[config.mk]
export PLATFORM = sky130hd
export DESIGN_NAME = prog_counter
export DESIGN_NICKNAME = d
export VERILOG_FILES = /design/src/rtl/counter_pkg.sv /design/src/rtl/prog_counter_next.sv /design/src/rtl/prog_counter.sv
export SDC_FILE = /design/constraint.sdc
export NUM_CORES = 1
export LEC_CHECK = 0
export CAP_MARGIN = 20
export CORE_MARGIN = 2
export CORE_UTILIZATION = 64
export DETAILED_ROUTE_END_ITERATION = 16
export PLACE_DENSITY = 0.91
export SYNTH_ARGS = -nofsm -noshare
export SYNTH_HDL_FRONTEND = slang
export SYNTH_SLANG_ARGS = --single-unit
[constraint.sdc]
create_clock -name clk -period 12.7 [get_ports clk]
set_clock_uncertainty 0.1 [all_clocks]
set_input_delay 1.905 -clock clk [delete_from_list [all_inputs] [get_ports clk]]
set_output_delay 1.905 -clock clk [all_outputs]
set_load 0.01 [all_outputs]
[src/rtl/counter_pkg.sv]
// Shared types for the programmable counter: FSM states, terminal modes and
// the decode of the raw 2-bit mode input.
package counter_pkg;

    typedef enum logic [1:0] {
        IDLE = 2'd0,
        RUN  = 2'd1,
        DONE = 2'd2
    } state_t;

    typedef enum logic [1:0] {
        WRAP    = 2'd0,
        SAT     = 2'd1,
        ONESHOT = 2'd2
    } mode_t;

    localparam logic [1:0] MODE_WRAP = 2'b00;
    localparam logic [1:0] MODE_SAT  = 2'b01;

    // The reserved encoding 11 folds into ONESHOT so the mode register never
    // holds an undefined value.
    function automatic mode_t decode_mode(input logic [1:0] m);
        case (m)
            MODE_WRAP: decode_mode = WRAP;
            MODE_SAT:  decode_mode = SAT;
            default:   decode_mode = ONESHOT;
        endcase
    endfunction

endpackage

[src/rtl/prog_counter_next.sv]
// Combinational next-count logic: one step in the configured direction with
// wrap / saturate / one-shot handling of the bound, computed in N+1 bits.
module prog_counter_next
    import counter_pkg::*;
#(
    parameter int N      = 8,
    parameter int STEP_W = 4
) (
    input  logic [N-1:0]      count_i,
    input  logic [STEP_W-1:0] step_i,
    input  logic [N-1:0]      limit_i,
    input  logic              up_i,
    input  logic [1:0]        mode_i,
    output logic [N-1:0]      next_o,
    output logic              wrap_o,
    output logic              term_o
);

    localparam logic [N:0] ONE = {{N{1'b0}}, 1'b1};

    mode_t      mode;
    logic [N:0] cnt_x;
    logic [N:0] stp_x;
    logic [N:0] lim_x;
    logic [N:0] bound;
    logic [N:0] sum;
    logic [N:0] alt;
    logic [N:0] res;

    assign mode  = mode_t'(mode_i);
    assign cnt_x = {1'b0, count_i};
    assign stp_x = {{(N + 1 - STEP_W){1'b0}}, step_i};
    assign lim_x = {1'b0, limit_i};
    assign bound = up_i ? lim_x : '0;

    always_comb begin
        sum    = cnt_x + stp_x;
        alt    = '0;
        res    = cnt_x;
        wrap_o = 1'b0;
        if (up_i) begin
            if (sum > lim_x) begin
                if (mode == WRAP) begin
                    alt    = sum - lim_x - ONE;
                    res    = (alt > lim_x) ? '0 : alt;
                    wrap_o = 1'b1;
                end else begin
                    res = lim_x;
                end
            end else begin
                res = sum;
            end
        end else begin
            if (cnt_x < stp_x) begin
                if (mode == WRAP) begin
                    // Modular N+1-bit result; anything past the bound clamps to it.
                    alt    = cnt_x + lim_x + ONE - stp_x;
                    res    = (alt > lim_x) ? lim_x : alt;
                    wrap_o = 1'b1;
                end else begin
                    res = '0;
                end
            end else begin
                res = cnt_x - stp_x;
            end
        end
    end

    // SAT only flags the first arrival at the bound; ONESHOT flags any arrival.
    always_comb begin
        case (mode)
            SAT:     term_o = (res == bound) && (cnt_x != bound);
            ONESHOT: term_o = (res == bound);
            default: term_o = 1'b0;
        endcase
    end

    assign next_o = res[N-1:0];

endmodule

[src/rtl/prog_counter.sv]
// Programmable counter with limit, step and wrap/saturate/one-shot modes,
// controlled through a start/abort command pair and a busy/done handshake.
module prog_counter
    import counter_pkg::*;
#(
    parameter int N      = 8,
    parameter int STEP_W = 4
) (
    input  logic              clk,
    input  logic              rst,
    input  logic              start,
    input  logic              abort,
    input  logic              en,
    input  logic              up_down,
    input  logic [1:0]        mode,
    input  logic [STEP_W-1:0] step,
    input  logic [N-1:0]      limit,
    input  logic [N-1:0]      data_in,
    output logic [N-1:0]      data_out,
    output logic              busy,
    output logic              done,
    output logic              wrap,
    output logic              end_count,
    output logic              at_limit,
    output logic [1:0]        state_o
);

    state_t            state_q, state_d;
    logic [N-1:0]      count_q, count_d;
    logic [N-1:0]      limit_q;
    logic [STEP_W-1:0] step_q;
    logic              up_q;
    mode_t             mode_q;
    logic              busy_q, busy_d;
    logic              done_q, done_d;
    logic              wrap_q, wrap_d;

    logic [N-1:0]      nxt;
    logic              nxt_wrap;
    logic              nxt_term;
    logic              run_step;

    prog_counter_next #(.N(N), .STEP_W(STEP_W)) u_next (
        .count_i (count_q),
        .step_i  (step_q),
        .limit_i (limit_q),
        .up_i    (up_q),
        .mode_i  (mode_q),
        .next_o  (nxt),
        .wrap_o  (nxt_wrap),
        .term_o  (nxt_term)
    );

    // A counting edge happens only when no command overrides it.
    assign run_step = (state_q == RUN) && en && !abort && !start;

    always_ff @(posedge clk or posedge rst) begin
        if (rst) state_q <= IDLE;
        else     state_q <= state_d;
    end

    always_comb begin
        state_d = state_q;
        if (abort) begin
            state_d = IDLE;
        end else if (start) begin
            state_d = RUN;
        end else begin
            case (state_q)
                RUN:     if (run_step && nxt_term && mode_q == ONESHOT) state_d = DONE;
                DONE:    state_d = IDLE;
                default: state_d = state_q;
            endcase
        end
    end

    always_comb begin
        count_d = count_q;
        if (abort)         count_d = count_q;
        else if (start)    count_d = (data_in > limit) ? limit : data_in;
        else if (run_step) count_d = nxt;
        busy_d = (state_d == RUN);
        done_d = run_step && nxt_term;
        wrap_d = run_step && nxt_wrap;
    end

    always_ff @(posedge clk or posedge rst) begin
        if (rst) begin
            count_q <= '0;
            busy_q  <= 1'b0;
            done_q  <= 1'b0;
            wrap_q  <= 1'b0;
            limit_q <= '0;
            step_q  <= '0;
            up_q    <= 1'b0;
            mode_q  <= WRAP;
        end else begin
            count_q <= count_d;
            busy_q  <= busy_d;
            done_q  <= done_d;
            wrap_q  <= wrap_d;
            if (start && !abort) begin
                limit_q <= limit;
                step_q  <= step;
                up_q    <= up_down;
                mode_q  <= decode_mode(mode);
            end
        end
    end

    assign data_out  = count_q;
    assign busy      = busy_q;
    assign done      = done_q;
    assign wrap      = wrap_q;
    assign end_count = (count_q == '0);
    assign at_limit  = (count_q == limit_q);
    assign state_o   = state_q;

endmodule

==> impl_metrics.tcl, run 1 <==
set metrics [dict create \
    max_slew.worst_pin.slew_ns 0.9670 \
    proportion_of_layout_cells_with_a_drive_suffix_above_1_pct 5.546 \
    grt_first_pass_wirelength_um 22540 \
    synth_ff_type "sky130_fd_sc_hd__dfrtp_1" \
    sequential_cell_area_sq_um 700.7 \
    maxSlewViolCount 0 \
    cts.clk_slew.worst_paths_ns 0.11 \
    post-route-period-util_pct 50.06 \
    cp.buffers_inverters 3 \
    pwr_density_cell_nw_per_um2 287.8 \
    ff2ff_path_depth 24 \
    maxCapViolations 0 \
    synthDistinctLibCells 80 \
    synth-async-reset-ratio_pct 100.0 \
    placement_rows 30 \
    critical_path.reg2reg.endpoint "busy$_DFF_PP0_" \
    crit_path_start_kind "flip-flop" \
    gp_congestion 1.101 \
    post-cts-setup-buffers 0 \
    endpoint_kind "flip-flop" \
    synth_area_leader_cell "sky130_fd_sc_hd__ha_1" \
    detailed_placement_wirelength_estimate_um 11000 \
    fillers 505 \
    htree_levels 1 \
    worst_path_max_delay_cell "sky130_fd_sc_hd__dfrtp_1" \
    post_cts_hold_buffer_count 0 \
    grt_start_max_net_pins 32 \
    initial_cell_density_of_the_core_pct 65.97 \
    nets 671 \
    unrepaired_setup_endpoints_after_global_routing "no" \
    power.static_leakage_uw 0.002129 \
    crit_type "reg2reg" \
    routed_wirelength_um 14170 \
    r2r-start "data_out[1]$_DFFE_PP0P_" \
    achievable-frequency_mhz 157.3 \
    avgViaCountPerCell 7.030 \
    antenna_cells 0 \
    tritoncts "built" \
    area_of_the_multi_input_gates_sq_um 3373 \
    setup_viol_count_final 0 \
    clock_sink_count 28 \
    period_minus_slack_ns 6.358 \
    post-route-drc-count 0 \
    die_y_um 87.68 \
    synth_area_leaders "sky130_fd_sc_hd__ha_1 (16%), sky130_fd_sc_hd__dfrtp_1 (16%), sky130_fd_sc_hd__o21ai_0 (5.1%)" \
    post_cts_resized 0 \
    dpl_cells 667 \
    dieArea_sq_um 7688 \
    ctsRootBufferMaster "sky130_fd_sc_hd__clkbuf_8" \
    reg2reg_slack_ns 6.34 \
    cts-buffers-inserted 3 \
    detailedRoute.firstIterationViolations 699 \
    ant_nets 0 \
    layout.cells.non_filler 673 \
    status "finished clean" \
    yosysTopAreaCellShare_pct 16.19 \
    ir_worst_vdd_v 0.0001506 \
    top_level_ports 43 \
    path_cells "inv_1, ha_1, nor2b_1, o21bai_1, and2_1, xnor2_1, inv_1, ha_1, nand4_1, o221a_2, o21ai_0, xnor2_1, inv_1, ha_1, nand3_1, or3_1, o211ai_1, nand4_1, nor2b_1, mux2i_1, o2111a_1, nand4_2, o41ai_2, o21ai_1" \
    ys_top_cells_by_count "sky130_fd_sc_hd__inv_1 (59), sky130_fd_sc_hd__ha_1 (58), sky130_fd_sc_hd__nand2_1 (52)" \
    critPathTopFamily "simple AND/OR/NAND/NOR gates" \
    routed_wire_length_per_instance_um 21.05 \
    synth_warn 0 \
    first_global_vias 4579 \
    layout-area-overhead-vs-synth_pct 10.44 \
    worst-endpoint-arrival_ns 6.41 \
    synthMostInstantiatedCell "sky130_fd_sc_hd__inv_1" \
    synth.yosys.seq_area_share_pct 15.63 \
    worst_hold_startpoint "state_o[1]$_DFF_PP0_" \
    yosys_register_bits 28 \
    cts.path.max_buffers 2 \
    hold-path-cell-count 1 \
    worst_hold_path_type "reg2reg" \
    width_of_the_die_um 87.68 \
    antenna_found_initial 0 \
    min_delay_worst_endpoint "busy$_DFF_PP0_" \
    cp.required_ns 12.75 \
    finalHoldViolCount 0 \
    critical_path.max_stage_delay_ns 0.52 \
    synth_edf_count 0 \
    tns_ns 0 \
    placeableCoreArea_sq_um 6794 \
    dr_total_vias 4731 \
    port_buffers 42 \
    syn-mean-instance-area_sq_um 8.075 \
    drt-pass1-iter-count 6 \
    max-slew-margin-rel_pct 35.53 \
    crit_fanout 11 \
    grtUsageTotal_pct 37.54 \
    synthesis.area_sq_um 4482 \
    grt_overflow 0 \
    clk-insertion-delay-late_ns 0.29 \
    synth.net_count 648 \
    synth_cells 555 \
]
cell usage in the layout (no fill, tap or decap), drive strengths merged, types with 4 or more instances in the layout:
cell | netlist | final
o221ai | 7 | 7
a211o | 6 | 6
nor2 | 26 | 26
a311oi | 4 | 4
o21ai | 49 | 49
nand4 | 9 | 9
a211oi | 7 | 7
ha | 58 | 58
dfrtp | 28 | 28
inv | 59 | 59
nand3b | 4 | 4
a21oi | 27 | 27
nand2 | 52 | 52
nor3 | 14 | 14
a21o | 5 | 5
o31a | 5 | 5
xnor2 | 22 | 22
o22ai | 7 | 7
nor2b | 8 | 8
or3 | 6 | 6
nand3 | 11 | 11
nor4 | 7 | 7
clkdlybuf4s50 | 0 | 42
o211ai | 11 | 11
fa | 7 | 7
xor2 | 4 | 4
o21a | 7 | 7
mux2i | 18 | 18
nand2b | 8 | 8
metal layers:
layer	vias to the layer above	wire (um)	global-route usage, %
li1	2078	-	-
met1	2172	5280	47.06
met2	384	6422	60.19
met3	97	1555	7.446
met4	0	911	21.40
met5	-	0	0
worst max path at each step:
| stage | from | end | slack, ns | depth (start not counted) |
|---|---|---|---|---|
| after CTS | data_out[1]$_DFFE_PP0P_ | state_o[1]$_DFF_PP0_ | 6.56 | 24 |
| after detailed placement | data_out[1]$_DFFE_PP0P_ | state_o[1]$_DFF_PP0_ | 6.63 | 24 |
| after global placement | data_out[1]$_DFFE_PP0P_ | state_o[1]$_DFF_PP0_ | 6.86 | 24 |
| final | data_out[1]$_DFFE_PP0P_ | busy$_DFF_PP0_ | 6.34 | 24 |
| after global routing | data_out[1]$_DFFE_PP0P_ | busy$_DFF_PP0_ | 5.86 | 24 |
| after floorplan | data_out[1]$_DFFE_PP0P_ | state_o[1]$_DFF_PP0_ | 7.38 | 25 |
per-stage QoR:
| step | worst slack (ns) | total power (uW) | hold slack (ns) | instance area (sq um) | util, % |
|---|---|---|---|---|---|
| floorplan | 7.382 | 1049 | 0.4121 | 4482 | - |
| global placement | 6.858 | 1236 | 0.4045 | 4840 | 71.23 |
| detailed placement | 6.632 | 1292 | 0.3998 | 4840 | 71.23 |
| CTS | 6.558 | 1371 | 0.4247 | 4911 | 72.28 |
| global route | 5.856 | 1531 | 0.4512 | 4950 | 72.85 |
| finish | 6.342 | 1425 | 0.4336 | 4950 | 72.85 |
area by class of cell:
type | count | share of cell area [%]
multi-input combinational | 441 | 68.15
tap | 96 | 2.427
timing repair buffer | 44 | 9.277
sequential | 28 | 14.16
inverter | 60 | 4.550
clock inverter | 1 | 0.6067
clock buffer | 3 | 0.8342
cells by family (layout without fill, tap and decap cells):
logic type               after synthesis  in the layout  synth area share (%)
buffers and inverters                 86            108                 9.101
AND/OR/NAND/NOR                      163            163                 19.51
flip-flops                            28             28                 15.63
XOR/XNOR                              26             26                 5.081
AO/OA/AOI/OAI                        167            167                 26.83
adder cells (fa/ha/maj)               65             65                 19.32
multiplexers                          20             20                 4.523
sequential cells by signal, indices dropped and copies added (netlist names):
register / flops
data_out: 8
limit_q: 8
step_q: 4
mode_q: 2
state_o: 2
busy: 1
done: 1
up_q: 1
wrap: 1
where the power goes:
group / leakage [uW] / switching (uW) / internal [uW]
clock: 0.0000357 / 31.4 / 42.3
sequential: 0.000349 / 42.8 / 104
combinational: 0.00174 / 722 / 481
No activity file was read; power rests on OpenSTA's default activity.
==> run 2: changes to the inputs <==
--- a/config.mk
+++ b/config.mk
@@ -7,9 +7,9 @@
 export LEC_CHECK = 0
 export CAP_MARGIN = 20
 export CORE_MARGIN = 2
-export CORE_UTILIZATION = 64
+export CORE_UTILIZATION = 60
 export DETAILED_ROUTE_END_ITERATION = 16
-export PLACE_DENSITY = 0.91
+export PLACE_DENSITY = 0.86
 export SYNTH_ARGS = -nofsm -noshare
 export SYNTH_HDL_FRONTEND = slang
 export SYNTH_SLANG_ARGS = --single-unit
==> constraint.sdc (replaced) <==
create_clock -name clk -period 6.5 [get_ports clk]
set_clock_uncertainty 0.1 [all_clocks]
set_input_delay 0.975 -clock clk [delete_from_list [all_inputs] [get_ports clk]]
set_output_delay 0.975 -clock clk [all_outputs]
set_load 0.01 [all_outputs]
==> impl_metrics.tcl, run 2 (synthesized netlist as in run 1, its figures left out) <==
set metrics [dict create \
    clock_sink_count 28 \
    gp_congestion 0.9713 \
    dr_total_vias 4600 \
    cts.path.max_buffers 2 \
    cts-buffers-inserted 3 \
    ff2ff_path_depth 21 \
    avgViaCountPerCell 6.755 \
    worst_hold_path_type "reg2reg" \
    mostFrequentLayoutCell "sky130_fd_sc_hd__inv_1" \
    nets 676 \
    area_of_the_multi_input_gates_sq_um 3373 \
    r2r-start "data_out[4]$_DFFE_PP0P_" \
    critPathLaunch "data_out[4]$_DFFE_PP0P_" \
    antenna_found_initial 0 \
    drt-pass1-iter-count 6 \
    crit_type "reg2reg" \
    die_y_um 90.43 \
    setup_viol_count_final 0 \
    finalHoldViolCount 0 \
    grt_overflow 0 \
    endpoint_kind "flip-flop" \
    tns_ns 0 \
    cts.clk_slew.worst_paths_ns 0.11 \
    power.static_leakage_uw 0.002149 \
    cp.required_ns 6.55 \
    pwr_density_cell_nw_per_um2 562.7 \
    routed_wirelength_um 14360 \
    layout.cells.most_common_list "sky130_fd_sc_hd__inv_1 (59), sky130_fd_sc_hd__ha_1 (58), sky130_fd_sc_hd__nand2_1 (52), sky130_fd_sc_hd__o21ai_0 (46), sky130_fd_sc_hd__clkdlybuf4s50_1 (42)" \
    status "finished clean" \
    crit_fanout 13 \
    top_level_ports 43 \
    post-route-drc-count 0 \
    critical_path.reg2reg.endpoint "busy$_DFF_PP0_" \
    fillers 615 \
    detailed_placement_wirelength_estimate_um 11300 \
    worst-endpoint-arrival_ns 6.03 \
    sequential_cell_area_sq_um 701.9 \
    width_of_the_die_um 90.43 \
    maxSlewViolCount 0 \
    initial_cell_density_of_the_core_pct 61.79 \
    ctsRootBufferMaster "sky130_fd_sc_hd__clkbuf_8" \
    port_buffers 42 \
    placement_rows 31 \
    post-route-period-util_pct 91.93 \
    grt_start_max_net_pins 32 \
    detailedRoute.firstIterationViolations 515 \
    achievable-frequency_mhz 167.4 \
    placeableCoreArea_sq_um 7253 \
    endpoint "busy$_DFF_PP0_" \
    antenna_cells 0 \
    period_minus_slack_ns 5.975 \
    routed_wire_length_per_instance_um 21.09 \
    proportion_of_layout_cells_with_a_drive_suffix_above_1_pct 6.529 \
    dieArea_sq_um 8177 \
    maxCapViolations 0 \
    max_slew.worst_pin.slew_ns 1.035 \
    htree_levels 1 \
    first_global_vias 4501 \
    reg2reg_slack_ns 0.52 \
    ir_worst_vdd_v 0.0002543 \
    layout-area-overhead-vs-synth_pct 11.31 \
    max-slew-margin-rel_pct 31.01 \
    grt_first_pass_wirelength_um 23120 \
    whs_ns 0.4347 \
    crit_path_start_kind "flip-flop" \
    grtUsageTotal_pct 35.18 \
    ant_nets 0 \
    clk-insertion-delay-late_ns 0.29 \
    unrepaired_setup_endpoints_after_global_routing "no" \
    tritoncts "built" \
]
[run 2: cell types whose count changed in the layout (fill, tap and decap cells not counted)]
cell                      before  now
sky130_fd_sc_hd__buf_4         0    6
sky130_fd_sc_hd__buf_6         1    0
sky130_fd_sc_hd__dfrtp_1      28   27
sky130_fd_sc_hd__dfrtp_2       0    1
[run 2: final cells by class]
| class | instances | area share (%) |
|---|---|---|
| Multi-Input combinational cell | 441 | 67.62 |
| Sequential cell | 28 | 14.07 |
| Timing Repair Buffer | 49 | 9.882 |
| Inverter | 60 | 4.515 |
| Tap cell | 99 | 2.483 |
| Clock buffer | 3 | 0.8277 |
| Clock inverter | 1 | 0.6020 |
[run 2: timing repair]
item	4_1_cts	5_1_grt
buffers inserted	0	2
hold buffers	0	0
resized for setup	0	1
setup endpoints to repair	0	3
[run 2: layer usage]
layer | GRT usage (%) | part of all wire [%] | up-vias | routed length, um
met4 | 13.33 | 3.2 | 0 | 461
met1 | 45.81 | 40 | 2164 | 5709
met5 | 0 | 0 | - | 0
li1 | - | - | 2094 | -
met2 | 58.96 | 47 | 295 | 6777
met3 | 5.342 | 9.8 | 47 | 1411
[run 2: through the flow]
stage | power (uW) | std cells | setup slack [ns] | cell area (sq um) | utilization [%]
after floorplan | 2050 | 555 | 1.182 | 4482 | -
after global placement | 2491 | 674 | 0.6452 | 4873 | 67.19
after detailed placement | 2565 | 674 | 0.3481 | 4873 | 67.19
after CTS | 2717 | 678 | 0.3488 | 4945 | 68.17
after global routing | 3030 | 681 | 0.1064 | 4989 | 68.78
final | 2807 | 681 | 0.5249 | 4989 | 68.78
[run 2: how the worst min path moves through the flow]
stage | start | to | cells after the start
global placement | state_o[1]$_DFF_PP0_ | busy$_DFF_PP0_ | 1
finish | state_o[1]$_DFF_PP0_ | busy$_DFF_PP0_ | 1
global route | state_o[1]$_DFF_PP0_ | busy$_DFF_PP0_ | 1
floorplan | limit_q[7]$_DFFE_PP0P_ | limit_q[7]$_DFFE_PP0P_ | 2
CTS | state_o[1]$_DFF_PP0_ | busy$_DFF_PP0_ | 1
detailed placement | state_o[1]$_DFF_PP0_ | busy$_DFF_PP0_ | 1
[run 2: worst max-delay path, cell delays in order (launching register included)]
cell,delay [ns]
sky130_fd_sc_hd__dfrtp_1,0.68
sky130_fd_sc_hd__clkinv_1,0.43
sky130_fd_sc_hd__o41ai_1,0.62
sky130_fd_sc_hd__xnor2_1,0.34
sky130_fd_sc_hd__inv_1,0.11
sky130_fd_sc_hd__ha_1,0.42
sky130_fd_sc_hd__nand2_1,0.10
sky130_fd_sc_hd__o21ai_0,0.22
sky130_fd_sc_hd__xnor2_1,0.17
sky130_fd_sc_hd__inv_1,0.07
sky130_fd_sc_hd__ha_1,0.32
sky130_fd_sc_hd__nand3_1,0.10
sky130_fd_sc_hd__or3_1,0.36
sky130_fd_sc_hd__o211ai_1,0.17
sky130_fd_sc_hd__nand4_1,0.20
sky130_fd_sc_hd__buf_4,0.26
sky130_fd_sc_hd__o2111ai_1,0.21
sky130_fd_sc_hd__o2111ai_1,0.14
sky130_fd_sc_hd__o32ai_1,0.21
sky130_fd_sc_hd__nand4_2,0.19
sky130_fd_sc_hd__o41ai_2,0.30
sky130_fd_sc_hd__o21ai_1,0.10
[run 2: power by group]
| group | internal (uW) | leakage [uW] | switching, uW |
|---|---|---|---|
| registers | 205 | 0.000348 | 85.0 |
| logic | 963 | 0.00177 | 1410 |
| clock network | 82.7 | 0.0000357 | 58.8 |
